File: src/rtl/rv32_pkg.sv
// Shared RV32 constants: opcodes, field positions, register address width.
// Also holds the decode helpers used by writeback.
package rv32_pkg;

  localparam int REG_ADDR_W = 5;
  localparam int RD_LSB     = 7;
  localparam int RS1_LSB    = 15;
  localparam int RS2_LSB    = 20;

  localparam logic [6:0] OPC_STORE  = 7'b0100011;
  localparam logic [6:0] OPC_BRANCH = 7'b1100011;

  typedef logic [REG_ADDR_W-1:0] reg_addr_t;

  // Destination register field of an instruction word
  function automatic reg_addr_t rd_of(input logic [31:0] ins);
    return ins[RD_LSB +: REG_ADDR_W];
  endfunction

  // Stores and branches never write rd; rd == x0 is never written
  function automatic logic writes_rd(input logic [31:0] ins);
    logic [6:0] opc;
    opc = ins[6:0];
    return (opc != OPC_STORE) && (opc != OPC_BRANCH) &&
           (rd_of(ins) != '0);
  endfunction

endpackage

File: src/rtl/reg_array.sv
// 31-entry integer register array, one write port, two read ports.
// x0 has no storage; reads of address 0 return 0.
module reg_array
  import rv32_pkg::*;
#(
  parameter int XLEN = 32
) (
  input  logic            clk,
  input  logic            rst,
  input  logic            we,
  input  logic [4:0]      waddr,
  input  logic [XLEN-1:0] wdata,
  input  logic [4:0]      raddr1,
  input  logic [4:0]      raddr2,
  output logic [XLEN-1:0] rdata1,
  output logic [XLEN-1:0] rdata2
);

  logic [XLEN-1:0] mem_q [1:31];
  logic [XLEN-1:0] mem_d [1:31];

  // Next array contents: single write port, x0 ignored
  always_comb begin
    mem_d = mem_q;
    for (int i = 1; i < 32; i++) begin
      if (we && waddr == reg_addr_t'(i)) begin
        mem_d[i] = wdata;
      end
    end
  end

  // Array storage, cleared on reset
  always_ff @(posedge clk or posedge rst) begin
    if (rst) begin
      for (int i = 1; i < 32; i++) begin
        mem_q[i] <= '0;
      end
    end else begin
      mem_q <= mem_d;
    end
  end

  // Combinational read ports with x0 hardwired to zero
  always_comb begin
    rdata1 = '0;
    rdata2 = '0;
    for (int i = 1; i < 32; i++) begin
      if (raddr1 == reg_addr_t'(i)) rdata1 = mem_q[i];
      if (raddr2 == reg_addr_t'(i)) rdata2 = mem_q[i];
    end
  end

endmodule

File: src/rtl/reg_wb.sv
// Writeback stage: decode rd, stage one write, commit to reg_array.
// Define REG_WB_BYPASS_EN to forward the staged write to the read ports.
module reg_wb
  import rv32_pkg::*;
#(
  parameter int XLEN  = 32,
  parameter int CNT_W = 32
) (
  input  logic             clk,
  input  logic             rst,
  input  logic             wb_valid,
  output logic             wb_ready,
  input  logic [31:0]      ins_wb_in,
  input  logic [XLEN-1:0]  wb_data,
  input  logic             wb_stall,
  input  logic [4:0]       rs1,
  input  logic [4:0]       rs2,
  output logic [XLEN-1:0]  rs1_data,
  output logic [XLEN-1:0]  rs2_data,
  output logic [CNT_W-1:0] wb_count
);

  logic            accept;
  logic            stage_we_q, stage_we_d;
  reg_addr_t       stage_rd_q, stage_rd_d;
  logic [XLEN-1:0] stage_data_q, stage_data_d;
  logic [CNT_W-1:0] wb_count_q, wb_count_d;
  logic [XLEN-1:0] arr_rd1, arr_rd2;

  assign wb_ready = !wb_stall && !rst;
  assign accept   = wb_valid && wb_ready;
  assign wb_count = wb_count_q;

  // Stage load on accept; write-enable drops when nothing is accepted
  always_comb begin
    stage_we_d   = 1'b0;
    stage_rd_d   = stage_rd_q;
    stage_data_d = stage_data_q;
    if (accept) begin
      stage_we_d   = writes_rd(ins_wb_in);
      stage_rd_d   = rd_of(ins_wb_in);
      stage_data_d = wb_data;
    end
  end

  // Count each commit; wraps naturally
  always_comb begin
    wb_count_d = wb_count_q;
    if (stage_we_q) wb_count_d = wb_count_q + 1'b1;
  end

  // Stage and counter registers; reset drops any in-flight write
  always_ff @(posedge clk or posedge rst) begin
    if (rst) begin
      stage_we_q   <= 1'b0;
      stage_rd_q   <= '0;
      stage_data_q <= '0;
      wb_count_q   <= '0;
    end else begin
      stage_we_q   <= stage_we_d;
      stage_rd_q   <= stage_rd_d;
      stage_data_q <= stage_data_d;
      wb_count_q   <= wb_count_d;
    end
  end

  reg_array #(.XLEN(XLEN)) u_arr (
    .clk    (clk),
    .rst    (rst),
    .we     (stage_we_q),
    .waddr  (stage_rd_q),
    .wdata  (stage_data_q),
    .raddr1 (rs1),
    .raddr2 (rs2),
    .rdata1 (arr_rd1),
    .rdata2 (arr_rd2)
  );

`ifdef REG_WB_BYPASS_EN
  // Forward the staged write ahead of its commit
  always_comb begin
    rs1_data = arr_rd1;
    rs2_data = arr_rd2;
    if (stage_we_q && rs1 == stage_rd_q && rs1 != '0)
      rs1_data = stage_data_q;
    if (stage_we_q && rs2 == stage_rd_q && rs2 != '0)
      rs2_data = stage_data_q;
  end
`else
  // Reads come straight from the array
  always_comb begin
    rs1_data = arr_rd1;
    rs2_data = arr_rd2;
  end
`endif

endmodule

File: config.mk
export PLATFORM = sky130hd
export DESIGN_NAME = reg_wb
export DESIGN_NICKNAME = d
export VERILOG_FILES = /design/src/rtl/rv32_pkg.sv /design/src/rtl/reg_array.sv /design/src/rtl/reg_wb.sv
export SDC_FILE = /design/constraint.sdc
export NUM_CORES = 2
export LEC_CHECK = 0
export ABC_AREA = 0
export ABC_CLOCK_PERIOD_IN_PS = 60800
export BUFFER_PORTS_ARGS = -buffer_cell sky130_fd_sc_hd__buf_2
export CAP_MARGIN = 30
export CORE_MARGIN = 2
export CORE_UTILIZATION = 35
export DETAILED_ROUTE_END_ITERATION = 8
export PLACE_DENSITY = 0.53
export SLEW_MARGIN = 15
export SYNTH_ARGS = -nofsm -noshare
export SYNTH_HDL_FRONTEND = slang
export SYNTH_SLANG_ARGS = --single-unit
File: constraint.sdc
create_clock -name clk -period 60.8 [get_ports clk]
set_input_delay 6.08 -clock clk [delete_from_list [all_inputs] [get_ports clk]]
set_output_delay 6.08 -clock clk [all_outputs]
set_load 0.005 [all_outputs]
Word level (Yosys, flattened, before mapping)
Cells that the tools add are included.

storage, ports and cells
  bits in registers = 1062
  bits in latches = 0
  RAM bits = 0
  bits in read-only memories = 0
  output and inout bits = 97
  memories kept = 0

cells by class
  $add $sub $neg = 1
  $mul = 0
  div/mod/pow operators = 0
  order comparisons = 0
  equal/unequal tests = 95
  shift-type cells = 0
  muxes and demuxes = 63
  bitwise logic cells = 0
  reductions and logical operators = 38

operators with widths
  operator                                               number
  2-to-1 mux 32 bit                                      62
  == test 5 bit, second input constant                   48
  == test 5 x 4 -> 1 bit, second input constant          24
  == test 5 x 3 -> 1 bit, second input constant          12
  logical AND 1 bit                                      35
  adder 32 x 1 -> 32 bit, second input constant          1
  == test 5 x 2 -> 1 bit, second input constant          6
  == test 5 x 1 -> 1 bit, second input constant          3
  inequality test 7 x 6 -> 1 bit, second input constant  1
  inequality test 7 bit, second input constant           1
  nonzero test 5 bit                                     1
  zero test 1 bit                                        2
  2-to-1 mux 1 bit                                       1

Logic depth before layout (Yosys ltp)
  depth after elaboration = 32
  gate-level depth with buffers = 11
  depth with buffers taken out = 8

Modules after synthesis
A second synthesis with hierarchy kept.

second synthesis, totals
  cells, all modules = 5570
  area total of the unflattened synthesis = 58554.9 um2

modules (own cells, without submodules)
  module     times used  cells an instance  area each (um2)
  reg_array  1           5359               55648.4
  reg_wb     1           211                2906.5

Worst setup path before layout
No wires, ideal clock.

  path kind = input -> output
  start = in rs2[2]
  end = out rs2_data[12]
  arrival time = 7.749 ns
  required time = 54.720 ns
  slack = 46.971 ns
  stages = 10
  buffers on the path = 3
  path through = buf_6 > or3_1 > buf_6 > nor2_8 > buf_8 > nand2_1 > a221o_1 > a31oi_1 > o21ai_1 > a211oi_2

on the way
  longest elaborated chain between the ends = 32

ends and longest elaborated chain
  element                          line             source
  start, declared                  reg_wb.sv:17     input logic [4:0] rs2,
  == test 5 x 1 -> 1 bit           reg_array.sv:49  if (raddr2 == reg_addr_t'(i)) rdata2 = mem_q[i];
  2-to-1 mux 32 bit (30 in a row)  reg_array.sv:49
  2-to-1 mux 32 bit *              reg_array.sv:49
  end, declared                    reg_wb.sv:19     output logic [XLEN-1:0] rs2_data,

Every way passes the cells marked *; elsewhere a longest branch is shown, timed or not.

Worst setup path after layout
  start = in rs1[1]
  end = out rs1_data[12]

on the way
  longest elaborated chain between the ends = 32

ends and longest elaborated chain
  element                          line             source
  start, declared                  reg_wb.sv:16     input logic [4:0] rs1,
  == test 5 x 1 -> 1 bit           reg_array.sv:48  if (raddr1 == reg_addr_t'(i)) rdata1 = mem_q[i];
  2-to-1 mux 32 bit (30 in a row)  reg_array.sv:48
  2-to-1 mux 32 bit *              reg_array.sv:48
  end, declared                    reg_wb.sv:18     output logic [XLEN-1:0] rs1_data,

Marks and branches as above.

==> flow_metrics.py <==
metrics = {
    "global_route": {
        "grt_pass1_vias": 49500,
        "grt_pass1_wl_um": 398000,
        "antenna_found_initial": 27,
        "busiest_layer": "met2",
        "grt_max_degree": 117,
        "overflow": 0,
        "grt_use_total_pct": 32.1,
        "gr-usage-met1_pct": 42.0,
        "use_met2_pct": 45.8,
        "met3_usage_pct": 10.1,
    },
    "yosys": {
        "yosys-top-cells-area": "dfrtp_1 45%, mux2_2 21%, o21ai_0 3.5%, mux2i_1 3.5%, a21oi_1 3.4%",
        "seq_area_frac_synth_pct": 45.1,
        "synth-edff-count": 0,
        "synthFlopType": "dfrtp_1",
        "syn_inst": 5558,
        "synth.largest_area_cell": "dfrtp_1",
        "synthDistinctLibCells": 94,
        "ys_seq_elements": 1062,
        "avgSynthCellArea_um2": 10.6,
        "synth_area_um2": 58900,
        "ys_warn_count": 0,
        "synth_fp_nets": 5637,
        "synth_top_cells_by_count": "1,077 x mux2_2, 1,062 x dfrtp_1, 417 x o21ai_0",
        "synth_top_area_share_pct": 45.1,
        "yosysMostFrequentCell": "mux2_2",
        "async_reset_ff_share_pct": 100,
    },
    "cells_and_area": {
        "fin_nets": 5653,
        "drive_above_1_share_pct": 32.0,
        "syn_to_final_growth_pct": 13.4,
        "instances_no_fill": 7887,
    },
    "floorplanning": {
        "die_h_um": 414,
        "std_cell_rows": 150,
        "initial_core_util_pct": 35.2,
        "die-area_um2": 172000,
        "die_x_um": 414,
        "core_um2": 167000,
        "io_pins": 175,
    },
    "placed_design": {
        "gp_congestion": 0.983,
        "place_worst_setup_slack_ps": 43840,
        "port_buffers": 153,
        "hpwl_um": 189000,
        "dp_cells": 7646,
    },
    "cts": {
        "cts_repair_resize_count": 0,
        "hold_buffers": 0,
        "post_cts_buffers": 0,
        "numCtsBuffers": 119,
        "cts-htree-levels": 3,
        "tritoncts": "yes",
        "cts.path.max_buffers": 3,
        "ctsRootBufferMaster": "clkbuf_16",
        "path_clk_slew_ps": 70,
        "cts_sinks": 1062,
        "clk_latency_ps": 780,
    },
    "route": {
        "final_antenna_net_count": 0,
        "wl_um": 284000,
        "dr.pass1.iters": 7,
        "vias": 52600,
        "drc_errors": 0,
        "drtIter0Drc": 8261,
        "wl_per_cell_um": 36.1,
        "vias_per_cell": 6.66,
    },
    "timing": {
        "fmax_mhz": 57.6,
        "fin_setup_tns_ps": 0,
        "worst_slew_pin_slew_ps": 1340,
        "rsz0062_at_grt": "false",
        "hold_viol_final": 0,
        "drv_slew": 0,
        "post-route-min-period_ps": 17370,
        "finalWorstSetupSlack_ps": 43430,
        "fin_crit_sh_pct": 28.6,
        "slew_headroom_pct": 9.90,
        "finalSetupViolations": 0,
        "hold_slack_ps": 472,
        "finalClockSkew_ps": 52.3,
    },
    "power_and_ir_drop": {
        "power_mw": 2.18,
        "power_density_nw_per_um2": 32.5,
        "leakage_nw": 30.0,
        "ir_drop_uv": 25.5,
    },
    "worst_hold_path": {
        "hold_path_class": "reg2reg",
        "min_path_cells": 1,
    },
    "run_status": {
        "status": "finished clean",
    },
    "critical_path": {
        "worstPathRequired_ps": 54720,
        "crit_buf_inv": 5,
        "path_common_cell": "buf_4",
        "startpoint": "rs1[1]",
        "path_delay_family": "buffers and inverters",
        "r2r_setup_slack_ps": 57850,
        "critPathArrivalTime_ps": 11290,
        "cp_cell_sequence": "buf_6 -> buf_4 -> buf_4 -> and2_1 -> buf_4 -> nand2_1 -> o221ai_1 -> a211o_1 -> a31oi_1 -> a2111oi_0 -> o221ai_1 -> buf_2",
        "crit_cells": 12,
        "endpoint": "rs1_data[12]",
        "r2r-end": "u_arr.mem_q[205]",
        "startpoint_type": "input pin",
        "rr_worst_depth": 5,
        "endpoint_kind": "output port",
        "slowest_delay_ps": 730,
        "crit_slowest_cell": "a2111oi_0",
        "reg2reg_from": "stage_rd_q[0]",
        "path_max_fanout": 31,
        "worstSetupPathType": "in2out",
    },
    "flow_run": {
        "drv_cap": 0,
    },
}
[routing by layer]
| layer | wire length, um | part of all wire, % |
|---|---|---|
| met1 | 111000 | 39 |
| met2 | 118000 | 42 |
| met3 | 35200 | 12 |
| met4 | 20000 | 7.0 |
| met5 | 204 | 0.072 |
[registers in the layout, summed over array words and instances (netlist names)]
name	count
stage_data_q	32
wb_count	32
stage_rd_q	5
stage_we_q	1
u_arr.mem_q	992
[layout by cell type, fill, tap and decap left out, types with 17 or more instances in the layout]
cell          n
nand3_1      56
a221o_1      30
a22o_1       20
or3_1        21
clkbuf_1     19
clkbuf_16   121
nand2_1     307
o211ai_1     47
dfrtp_1    1061
xnor2_1      20
mux2i_1     208
o32ai_1      22
buf_2       153
clkbuf_8     28
nor2_1      321
buf_4       227
a222oi_1     21
nor3_1       57
a32oi_1      17
a221oi_1     59
o21ai_0     416
a31oi_1      47
buf_8        23
a21o_1       20
nor2b_1      29
o22ai_1     134
mux2_2     1077
a22oi_1      86
o221ai_1     71
a211oi_1     56
o21ai_1      28
nand2b_1     28
a21oi_1     398
nand4_1      33
clkinv_2     24
[metrics by stage]
stage | utilization, % | area, um^2
finish | 40.0 | 66800
global route | 40.0 | 66800
CTS | 39.9 | 66700
detailed placement | 37.4 | 62600
global placement | 37.1 | 62000
floorplan | - | 58900
[cells by family (layout without fill, tap and decap cells)]
logic type / Yosys count / in the layout / synth area share (%)
AOI/OAI and AO/OA: 1606 / 1606 / 17.4
DFF: 1062 / 1062 / 45.1
buffers and inverters: 550 / 662 / 4.26
xor gates and xnor gates: 31 / 31 / 0.461
adders and majority gates: 1 / 1 / 0.0212
muxes: 1301 / 1301 / 24.7
other: 0 / 13 / 0
and+or+nand+nor: 1007 / 1007 / 8.07
[how the worst min path moves through the flow]
stage                 start      endpoint  slack (ps)
2_1_floorplan  wb_count[31]  wb_count[31]         470
3_3_place_gp   wb_count[31]  wb_count[31]         460
3_5_place_dp   wb_count[31]  wb_count[31]         470
4_1_cts        wb_count[31]  wb_count[31]         480
5_1_grt        wb_count[31]  wb_count[31]         500
6_report       wb_count[31]  wb_count[31]         470
[power by group]
group	internal [mW]	switching (mW)	total, mW
registers	0.847	0.133	0.979
clock network	0.440	0.323	0.763
logic	0.190	0.243	0.433
total	1.48	0.699	2.18
[worst register-to-register path, cell delays in order, from the launching register on]
cell and delay, ps:
dfrtp_1 560, nor2b_1 580, nand3_1 450, nor2_4 170, buf_4 600, mux2_2 500
[layout make-up]
type / instances / area [um^2]
Tap cell: 2204 / 2760
Sequential cell: 1062 / 26600
Clock inverter: 49 / 573
Multi-Input combinational cell: 3946 / 30100
Inverter: 20 / 83.8
Timing Repair Buffer: 425 / 3250
Clock buffer: 168 / 3480
Fill cell: 16300 / 100000
Antenna cell: 13 / 32.5
No activity file was read; power rests on OpenSTA's default activity.
